### config.mk
export PLATFORM = sky130hd
export DESIGN_NAME = line_cmd_sequencer_flat
export DESIGN_NICKNAME = d
export VERILOG_FILES = /design/src/rtl/line_cmd_sequencer_if.sv /design/src/rtl/line_cmd_sequencer.sv /design/src/flat_wrapper.sv
export SDC_FILE = /design/constraint.sdc
export NUM_CORES = 1
export LEC_CHECK = 0
export ABC_AREA = 1
export CORE_MARGIN = 2
export CORE_UTILIZATION = 40
export DETAILED_ROUTE_END_ITERATION = 16
export PLACE_DENSITY = 0.61
export SLEW_MARGIN = 20
export SYNTH_ARGS = -nofsm -noshare
export SYNTH_HDL_FRONTEND = slang
export SYNTH_SLANG_ARGS = --single-unit
### constraint.sdc
create_clock -name clk -period 6.5 [get_ports clk]
set_input_delay 1.95 -clock clk [delete_from_list [all_inputs] [get_ports clk]]
set_output_delay 1.95 -clock clk [all_outputs]
set_load 0.01 [all_outputs]
### src/rtl/line_cmd_sequencer_if.sv
// Bundle between the CPU register block, line_cmd_sequencer and the line engine.
// The sequencer uses the slave modport; the register block/engine side uses master.
interface line_cmd_sequencer_if #(
   parameter int unsigned PTR_W = 2
);
   logic             cmd_wr_en;
   logic [31:0]      cmd_color;
   logic [9:0]       cmd_x0;
   logic [9:0]       cmd_y0;
   logic [9:0]       cmd_x1;
   logic [9:0]       cmd_y1;
   logic             cmd_full;
   logic [PTR_W:0]   cmd_count;
   logic             seq_idle;
   logic             LE_ready;
   logic [31:0]      LE_color;
   logic [9:0]       LE_point;
   logic             LE_color_valid;
   logic             LE_x0_valid;
   logic             LE_y0_valid;
   logic             LE_x1_valid;
   logic             LE_y1_valid;
   logic             LE_trigger;
   logic [31:0]      lines_issued;

   modport slave (
      input  cmd_wr_en, cmd_color, cmd_x0, cmd_y0, cmd_x1, cmd_y1, LE_ready,
      output cmd_full, cmd_count, seq_idle, LE_color, LE_point, LE_color_valid,
             LE_x0_valid, LE_y0_valid, LE_x1_valid, LE_y1_valid, LE_trigger, lines_issued
   );

   modport master (
      output cmd_wr_en, cmd_color, cmd_x0, cmd_y0, cmd_x1, cmd_y1, LE_ready,
      input  cmd_full, cmd_count, seq_idle, LE_color, LE_point, LE_color_valid,
             LE_x0_valid, LE_y0_valid, LE_x1_valid, LE_y1_valid, LE_trigger, lines_issued
   );
endinterface

### src/rtl/line_cmd_sequencer.sv
// Queues line descriptors and replays each into the line engine's setup protocol.
// Define LINE_SEQ_STATS_EN to build the lines_issued counter; otherwise it reads 0.
module line_cmd_sequencer #(
   parameter int unsigned DEPTH = 4,
   parameter int unsigned PTR_W = 2
) (
   input logic                 clk,
   input logic                 rst,
   line_cmd_sequencer_if.slave bus
);

   typedef struct packed {
      logic [31:0] color;
      logic [9:0]  x0;
      logic [9:0]  y0;
      logic [9:0]  x1;
      logic [9:0]  y1;
   } line_desc_t;

   typedef enum logic [2:0] {
      StIdle, StColor, StX0, StY0, StX1, StY1, StTrig, StDrain
   } state_t;

   line_desc_t       mem [DEPTH];
   line_desc_t       head;
   line_desc_t       cur_q;
   logic [PTR_W-1:0] wr_ptr_q, rd_ptr_q;
   logic [PTR_W:0]   count_q, count_d;
   logic             full;
   logic             push, pop;
   state_t           state_q, state_d;

   // Strobe bits: [0] color, [1] x0, [2] y0, [3] x1, [4] y1, [5] trigger.
   logic [5:0]       strobe_q, strobe_d;
   logic [31:0]      color_q, color_d;
   logic [9:0]       point_q, point_d;

   assign head = mem[rd_ptr_q];
   assign full = (count_q == (PTR_W+1)'(DEPTH));
   assign push = bus.cmd_wr_en && !full;
   assign pop  = (state_q == StIdle) && (state_d == StColor);

   always_comb begin
      count_d = count_q;
      unique case ({push, pop})
         2'b10:   count_d = count_q + (PTR_W+1)'(1);
         2'b01:   count_d = count_q - (PTR_W+1)'(1);
         default: count_d = count_q;
      endcase
   end

   always_ff @(posedge clk) begin
      if (rst) begin
         wr_ptr_q <= '0;
         rd_ptr_q <= '0;
         count_q  <= '0;
      end else begin
         if (push) wr_ptr_q <= wr_ptr_q + PTR_W'(1);
         if (pop)  rd_ptr_q <= rd_ptr_q + PTR_W'(1);
         count_q <= count_d;
      end
   end

   always_ff @(posedge clk) begin
      if (push) begin
         mem[wr_ptr_q] <= '{color: bus.cmd_color, x0: bus.cmd_x0, y0: bus.cmd_y0,
                            x1: bus.cmd_x1, y1: bus.cmd_y1};
      end
      if (pop) cur_q <= head;
   end

   always_comb begin
      state_d = state_q;
      unique case (state_q)
         StIdle:  if (count_q != '0 && bus.LE_ready) state_d = StColor;
         StColor: state_d = StX0;
         StX0:    state_d = StY0;
         StY0:    state_d = StX1;
         StX1:    state_d = StY1;
         StY1:    state_d = StTrig;
         StTrig:  state_d = StDrain;
         StDrain: if (bus.LE_ready) state_d = StIdle;
         default: state_d = StIdle;
      endcase
   end

   // Outputs are decoded from the next state so they register in step with it.
   always_comb begin
      strobe_d = '0;
      color_d  = color_q;
      point_d  = point_q;
      unique case (state_d)
         StColor: begin
            strobe_d[0] = 1'b1;
            color_d     = head.color;
         end
         StX0: begin
            strobe_d[1] = 1'b1;
            point_d     = cur_q.x0;
         end
         StY0: begin
            strobe_d[2] = 1'b1;
            point_d     = cur_q.y0;
         end
         StX1: begin
            strobe_d[3] = 1'b1;
            point_d     = cur_q.x1;
         end
         StY1: begin
            strobe_d[4] = 1'b1;
            point_d     = cur_q.y1;
         end
         StTrig:  strobe_d[5] = 1'b1;
         default: strobe_d = '0;
      endcase
   end

   always_ff @(posedge clk) begin
      if (rst) begin
         state_q  <= StIdle;
         strobe_q <= '0;
         color_q  <= '0;
         point_q  <= '0;
      end else begin
         state_q  <= state_d;
         strobe_q <= strobe_d;
         color_q  <= color_d;
         point_q  <= point_d;
      end
   end

   assign bus.cmd_full       = full;
   assign bus.cmd_count      = count_q;
   assign bus.seq_idle       = (state_q == StIdle) && (count_q == '0);
   assign bus.LE_color       = color_q;
   assign bus.LE_point       = point_q;
   assign bus.LE_color_valid = strobe_q[0];
   assign bus.LE_x0_valid    = strobe_q[1];
   assign bus.LE_y0_valid    = strobe_q[2];
   assign bus.LE_x1_valid    = strobe_q[3];
   assign bus.LE_y1_valid    = strobe_q[4];
   assign bus.LE_trigger     = strobe_q[5];

`ifdef LINE_SEQ_STATS_EN
   logic [31:0] issued_q;

   // Counts in the same cycle the trigger strobe is visible.
   always_ff @(posedge clk) begin
      if (rst) begin
         issued_q <= '0;
      end else if (state_d == StTrig) begin
         issued_q <= issued_q + 32'd1;
      end
   end

   assign bus.lines_issued = issued_q;
`else
   assign bus.lines_issued = 32'd0;
`endif

endmodule

### src/flat_wrapper.sv
// flat-port wrapper written by rule: the top's interface ports become plain ports
module line_cmd_sequencer_flat 
#(
   parameter int unsigned DEPTH = 4,
   parameter int unsigned PTR_W = 2
)
  (clk, rst, bus_cmd_wr_en, bus_cmd_color, bus_cmd_x0, bus_cmd_y0, bus_cmd_x1, bus_cmd_y1, bus_LE_ready, bus_cmd_full, bus_cmd_count, bus_seq_idle, bus_LE_color, bus_LE_point, bus_LE_color_valid, bus_LE_x0_valid, bus_LE_y0_valid, bus_LE_x1_valid, bus_LE_y1_valid, bus_LE_trigger, bus_lines_issued);
  line_cmd_sequencer_if #(.PTR_W(PTR_W)) bus_i ();
  input logic clk;
  input logic rst;
  input wire logic [$bits(bus_i.cmd_wr_en)-1:0] bus_cmd_wr_en;
  input wire logic [$bits(bus_i.cmd_color)-1:0] bus_cmd_color;
  input wire logic [$bits(bus_i.cmd_x0)-1:0] bus_cmd_x0;
  input wire logic [$bits(bus_i.cmd_y0)-1:0] bus_cmd_y0;
  input wire logic [$bits(bus_i.cmd_x1)-1:0] bus_cmd_x1;
  input wire logic [$bits(bus_i.cmd_y1)-1:0] bus_cmd_y1;
  input wire logic [$bits(bus_i.LE_ready)-1:0] bus_LE_ready;
  output wire logic [$bits(bus_i.cmd_full)-1:0] bus_cmd_full;
  output wire logic [$bits(bus_i.cmd_count)-1:0] bus_cmd_count;
  output wire logic [$bits(bus_i.seq_idle)-1:0] bus_seq_idle;
  output wire logic [$bits(bus_i.LE_color)-1:0] bus_LE_color;
  output wire logic [$bits(bus_i.LE_point)-1:0] bus_LE_point;
  output wire logic [$bits(bus_i.LE_color_valid)-1:0] bus_LE_color_valid;
  output wire logic [$bits(bus_i.LE_x0_valid)-1:0] bus_LE_x0_valid;
  output wire logic [$bits(bus_i.LE_y0_valid)-1:0] bus_LE_y0_valid;
  output wire logic [$bits(bus_i.LE_x1_valid)-1:0] bus_LE_x1_valid;
  output wire logic [$bits(bus_i.LE_y1_valid)-1:0] bus_LE_y1_valid;
  output wire logic [$bits(bus_i.LE_trigger)-1:0] bus_LE_trigger;
  output wire logic [$bits(bus_i.lines_issued)-1:0] bus_lines_issued;
  assign bus_i.cmd_wr_en = bus_cmd_wr_en;
  assign bus_i.cmd_color = bus_cmd_color;
  assign bus_i.cmd_x0 = bus_cmd_x0;
  assign bus_i.cmd_y0 = bus_cmd_y0;
  assign bus_i.cmd_x1 = bus_cmd_x1;
  assign bus_i.cmd_y1 = bus_cmd_y1;
  assign bus_i.LE_ready = bus_LE_ready;
  assign bus_cmd_full = bus_i.cmd_full;
  assign bus_cmd_count = bus_i.cmd_count;
  assign bus_seq_idle = bus_i.seq_idle;
  assign bus_LE_color = bus_i.LE_color;
  assign bus_LE_point = bus_i.LE_point;
  assign bus_LE_color_valid = bus_i.LE_color_valid;
  assign bus_LE_x0_valid = bus_i.LE_x0_valid;
  assign bus_LE_y0_valid = bus_i.LE_y0_valid;
  assign bus_LE_x1_valid = bus_i.LE_x1_valid;
  assign bus_LE_y1_valid = bus_i.LE_y1_valid;
  assign bus_LE_trigger = bus_i.LE_trigger;
  assign bus_lines_issued = bus_i.lines_issued;
  line_cmd_sequencer #(.DEPTH(DEPTH), .PTR_W(PTR_W)) u_core (.clk(clk), .rst(rst), .bus(bus_i));
endmodule
==> results of run 1 <==
==> cells in the final DEF (no fill, tap or decap), types with 22 or more instances in the layout <==
cell and count:
a21oi_1 43, o22ai_1 72, inv_1 22, clkdlybuf4s50_1 127, conb_1 32, o21ai_0 146, clkbuf_16 41, nand2_1 105
dfxtp_1 58, edfxtp_1 328, nor2_1 186
==> state kept, by name (all words and copies together) (netlist names), named ones only <==
register	flops
u_core.mem	288
u_core.bus.LE_color	32
u_core.strobe_q	6
u_core.bus.cmd_count	3
u_core.cur_q	40
u_core.state_q	3
u_core.bus.LE_point	10
u_core.rd_ptr_q	2
u_core.wr_ptr_q	2
==> layer usage <==
layer  up-vias  track usage, %  part of all wire [%]
met1      4339            22.0                    45
met5         -               0                     0
met3        43            2.66                   4.1
li1       4230               -                     -
met4         0            4.47                   2.0
met2       200            28.3                    49
==> area by class of cell <==
class	instances	area, sq um
clock buffers	54	1090
clock inverters	18	159
fillers	3198	18800
inverters	28	109
multi-input cells	643	3080
flip-flops and latches	388	11100
well taps	468	586
repair buffers	138	1400
==> logic make-up after synthesis <==
family | Yosys count | synth area share [%]
AO/OA/AOI/OAI | 271 | 9.98
XOR/XNOR | 2 | 0.120
adder cells (fa/ha/maj) | 6 | 0.565
buffers and inverters | 124 | 4.37
flip-flops | 388 | 75.6
other | 1 | 0.0257
AND/OR/NAND/NOR | 332 | 9.35
==> tightest hold or removal path, cell delays in order (launching register included) <==
cell     delay (ps)
dfxtp_1         310
nand2_1          60
a21oi_1          50
==> how the worst min path moves through the flow <==
stage / depth (start not counted) / slack (ps) / end / startpoint
floorplan: 2 / 470 / register / u_core.rd_ptr_q[1]
finish: 2 / 460 / u_core.bus.LE_color[20] / u_core.bus.LE_color[20]
global placement: 2 / 460 / u_core.bus.LE_color[3] / u_core.bus.LE_color[3]
CTS: 2 / 470 / u_core.bus.LE_color[27] / u_core.bus.LE_color[27]
global route: 2 / 480 / u_core.bus.LE_point[7] / u_core.bus.LE_point[7]
detailed placement: 2 / 460 / u_core.bus.LE_color[27] / u_core.bus.LE_color[27]
==> report_power, final <==
part	switching, mW	internal, mW	total (mW)
Combinational	1.03	0.565	1.60
Clock	0.900	1.27	2.17
Sequential	0.224	3.14	3.37
Total	2.15	4.98	7.13
==> impl_metrics.tcl, run 1 <==
set metrics [dict create \
    slowest_stage "clkdlybuf4s50_1" \
    dpl.cell_count 1665 \
    whs_ps 463 \
    worstPathArrival_ps 2550 \
    die_h_um 195 \
    cp-start-kind "register" \
    post-route-period-util_pct 69.2 \
    synth_area_leader_cell "edfxtp_1" \
    die-area_sq_mm 0.0381 \
    num_vias 8812 \
    powerDensity_mw_per_mm2 408 \
    yosysTopAreaCellShare_pct 67.4 \
    max-cap-violations 0 \
    clk_path_buf_depth 3 \
    drt_iter0_drc 630 \
    r2r_cells 6 \
    tritoncts "yes" \
    total_power_mw 7.13 \
    cp_top_family "simple AND/OR/NAND/NOR gates" \
    place_congestion 0.793 \
    wl_per_cell_um 18.4 \
    hold_violations 0 \
    num_rows 70 \
    portBuffers 128 \
    synth_area_sq_mm 0.0146 \
    period_minus_slack_ps 4500 \
    p_leak_nw 5.94 \
    ir_worst_vdd_mv 0.245 \
    tightest_slew_ps 1040 \
    crit_type "register to primary output" \
    core_area_sq_mm 0.0363 \
    start_util_pct 40.3 \
    drv_slew 0 \
    setup_ws_ps 2000 \
    numCtsBuffers 40 \
    grt_use_total_pct 16.5 \
    gr-total-overflow 0 \
    path_depth 4 \
    firstDrtPassIters 5 \
    cts_htree_levels 2 \
    dpl.hpwl_um 18600 \
    cts_resized 0 \
    ys_warn_count 0 \
    timing.fmax_mhz 222 \
    tns_ps 0 \
    yosysMostFrequentCell "edfxtp_1" \
    viasPerCell 5.07 \
    crit_path_cell_trace "inv_1 > nand3_1 > nor4_1 > clkdlybuf4s50_1" \
    crit_start "u_core.bus.cmd_count[0]" \
    antenna_found_initial 0 \
    routed_wl_um 31900 \
    ys.flop_type "edfxtp_1" \
    final_util_pct 48.2 \
    first_global_vias 8614 \
    ff2ff_setup_slack_ps 3850 \
    cts_setup_buffers 0 \
    clock_skew_ps 12.3 \
    io-pin-count 161 \
    grt_pass1_wl_um 49100 \
    required_ps 4550 \
    netlist_instances 1124 \
    holdBufCountCts 0 \
    worstSetupEndpoint "bus_seq_idle" \
    critPathMaxFanout 4 \
    drive_gt1_share_pct 7.09 \
    postRouteAntennaNets 0 \
    n_antenna_cell 0 \
    fin_area_sq_mm 0.0175 \
    path_buf_inv 2 \
    syn2layout_area_growth_pct 19.6 \
    grt_max_degree 77 \
    cts_root_buf "clkbuf_16" \
    synth-edff-count 328 \
    hp-class "register to register" \
    clock-sinks 388 \
    rsz0062_at_grt "false" \
    yosysUniqueCellTypes 36 \
    finalSetupViolCount 0 \
    fin_nets 1321 \
    place_area_sq_mm 0.0162 \
    end_kind "primary output" \
    yosys-top-cells-area "edfxtp_1 67%, dfxtp_1 8.2%, o21ai_0 5.0%" \
    slowest_delay_ps 670 \
    synth-async-reset-ratio_pct 0 \
    clock_latency_ps 520 \
    r2r_end "u_core.bus.LE_color[31]" \
    avgSynthCellArea_sq_um 13.0 \
    dp_slack_ps 2070 \
    status "finished, final reports clean" \
    ys_ff_latch 388 \
    clkSlewWorstSetupHoldPaths_ps 60 \
    relSlewSlack_pct 30.5 \
    ys_top_cells_by_count "328 x edfxtp_1, 190 x nor2_1, 146 x o21ai_0" \
    instances_no_fill 1737 \
    yosysSeqAreaShare_pct 75.6 \
    drc 0 \
    die_w_um 195 \
]
No activity file was read; power rests on OpenSTA's default activity.
==> run 2, diff against run 1 <==
--- a/config.mk
+++ b/config.mk
@@ -9,7 +9,7 @@
 export CORE_MARGIN = 2
 export CORE_UTILIZATION = 40
 export DETAILED_ROUTE_END_ITERATION = 16
-export PLACE_DENSITY = 0.61
+export PLACE_DENSITY = 0.63
 export SLEW_MARGIN = 20
 export SYNTH_ARGS = -nofsm -noshare
 export SYNTH_HDL_FRONTEND = slang
==> constraint.sdc (replaced) <==
create_clock -name clk -period 4.05 [get_ports clk]
set_input_delay 1.215 -clock clk [delete_from_list [all_inputs] [get_ports clk]]
set_output_delay 1.215 -clock clk [all_outputs]
set_load 0.01 [all_outputs]
==> run 2 against run 1 <==
Compared with the run above:
- critical path depth stayed put
- via count is 1.3% higher
- die area unchanged
- clock power grew 63%
- register-to-register slack got worse by 2300 ps
- sequential power is 59% higher
- clock skew rose by 3.9 ps
- final area rose by 0.49%
- critical endpoint unchanged
==> impl_metrics.tcl, run 2 (synthesis results as in run 1) <==
set metrics [dict create \
    status "finished, final reports clean" \
    wl_per_cell_um 18.5 \
    layout_common_cells "328 x edfxtp_1, 186 x nor2_1, 146 x o21ai_0" \
    clkSlewWorstSetupHoldPaths_ps 60 \
    relSlewSlack_pct 34.5 \
    intPower_mw 8.03 \
    place_congestion 0.795 \
    core_area_sq_mm 0.0363 \
    dpl.hpwl_um 18800 \
    first_global_vias 8845 \
    num_rows 70 \
    largest_reg_flops 288 \
    powerDensity_mw_per_mm2 656 \
    fin_nets 1327 \
    p_seq_share_pct 46.5 \
    hp-class "register to register" \
    whs_ps 463 \
    drc 0 \
    rsz0062_at_grt "false" \
    syn2layout_area_growth_pct 20.2 \
    hold_violations 0 \
    gr-total-overflow 0 \
    finalSetupViolCount 0 \
    grt_pass1_wl_um 49700 \
    drt_iter0_drc 587 \
    portBuffers 128 \
    max-cap-violations 0 \
    grt_use_total_pct 16.8 \
    crit_type "register to primary output" \
    cts_htree_levels 2 \
    cts_setup_buffers 0 \
    die_h_um 195 \
    largest-register "u_core.mem" \
    antenna_found_initial 2 \
    power_switching_mw 3.51 \
    grt_max_degree 109 \
    tightest_slew_ps 982 \
    slowest_stage "clkdlybuf4s50_1" \
    routed_wl_um 32300 \
    firstDrtPassIters 5 \
    clock-sinks 388 \
    setup_ws_ps 553 \
    drive_gt1_share_pct 7.60 \
    cts_root_buf "clkbuf_16" \
    num_vias 8924 \
    cts_resized 0 \
    post-route-period-util_pct 86.3 \
    die-area_sq_mm 0.0381 \
    io-pin-count 161 \
    power_frac_comb_pct 22.8 \
    postRouteAntennaNets 0 \
    die_w_um 195 \
    cp-start-kind "register" \
    timing.fmax_mhz 286 \
    clk_path_buf_depth 3 \
    p_leak_nw 5.98 \
    crit_path_cell_trace "inv_1 > nand3_1 > nor4_1 > clkdlybuf4s50_1" \
    cp_top_family "buffers and inverters" \
    path_buf_inv 2 \
    clock_power_share_pct 30.7 \
    slowest_delay_ps 640 \
    viasPerCell 5.11 \
    numCtsBuffers 40 \
    holdBufCountCts 0 \
    critPathMaxFanout 4 \
    drv_slew 0 \
    clock_skew_ps 16.2 \
    clock_latency_ps 550 \
    final_common_cell "edfxtp_1" \
    tritoncts "yes" \
    worstPathArrival_ps 2280 \
    ir_worst_vdd_mv 0.332 \
    start_util_pct 40.3 \
    required_ps 2830 \
    switching_share_pct 30.4 \
    end_kind "primary output" \
    dp_slack_ps 876 \
    period_minus_slack_ps 3500 \
]
-- run 2: worst reg2reg max path, cell delays in order, from the launching register on --
cell and delay (ps):
dfxtp_4 710, clkinv_2 620, buf_12 440, o21ai_0 260, o22ai_1 140, nand2_1 90
a21oi_1 70
-- run 2: layout make-up --
cell class,instances,area (sq um)
fill,3227,18700
sequential,388,11100
multi-input combinational,643,3080
timing repair buffer,144,1460
clock buffer,55,1110
tap,468,586
clock inverter,19,173
inverter,28,108
antenna,2,5.00
-- run 2: stage by stage --
step                      utilization (%)  power [mW]  setup TNS, ps  std cells  instance area [sq um]
after detailed placement             44.9        8.10              0       1671                  16300
final                                48.5        11.5              0       1747                  17600
after global placement               44.9        8.04              0       1671                  16300
after floorplan                         -        7.05        -247110       1155                  14700
after global routing                 48.5        12.1              0       1747                  17600
after CTS                            48.4        11.7              0       1745                  17600
-- run 2: power groups by stage --
stage	Combinational, mW	Clock (mW)	Sequential (mW)
6_report	2.63	3.54	5.36
3_5_place_dp	2.66	0	5.44
5_1_grt	2.93	3.79	5.41
3_3_place_gp	2.61	0	5.43
2_1_floorplan	1.69	0	5.36
4_1_cts	2.67	3.63	5.37
-- run 2: routing by layer --
layer	GRT usage (%)	vias to the layer above	wire, um
li1	-	4244	-
met1	21.2	4440	14000
met2	29.3	195	16200
met3	3.23	45	1470
met4	5.48	0	645
met5	0	-	0
-- run 2: worst paths after layout --
kind | start | endpoint | slack (ps) | cells past startpoint
max reg2reg | register | u_core.bus.LE_color[10] | 1590 | 6
min | u_core.bus.LE_color[3] | u_core.bus.LE_color[3] | 460 | 2
min reg2reg | u_core.bus.LE_color[3] | u_core.bus.LE_color[3] | 460 | 2
max | u_core.bus.cmd_count[0] | bus_seq_idle | 550 | 4
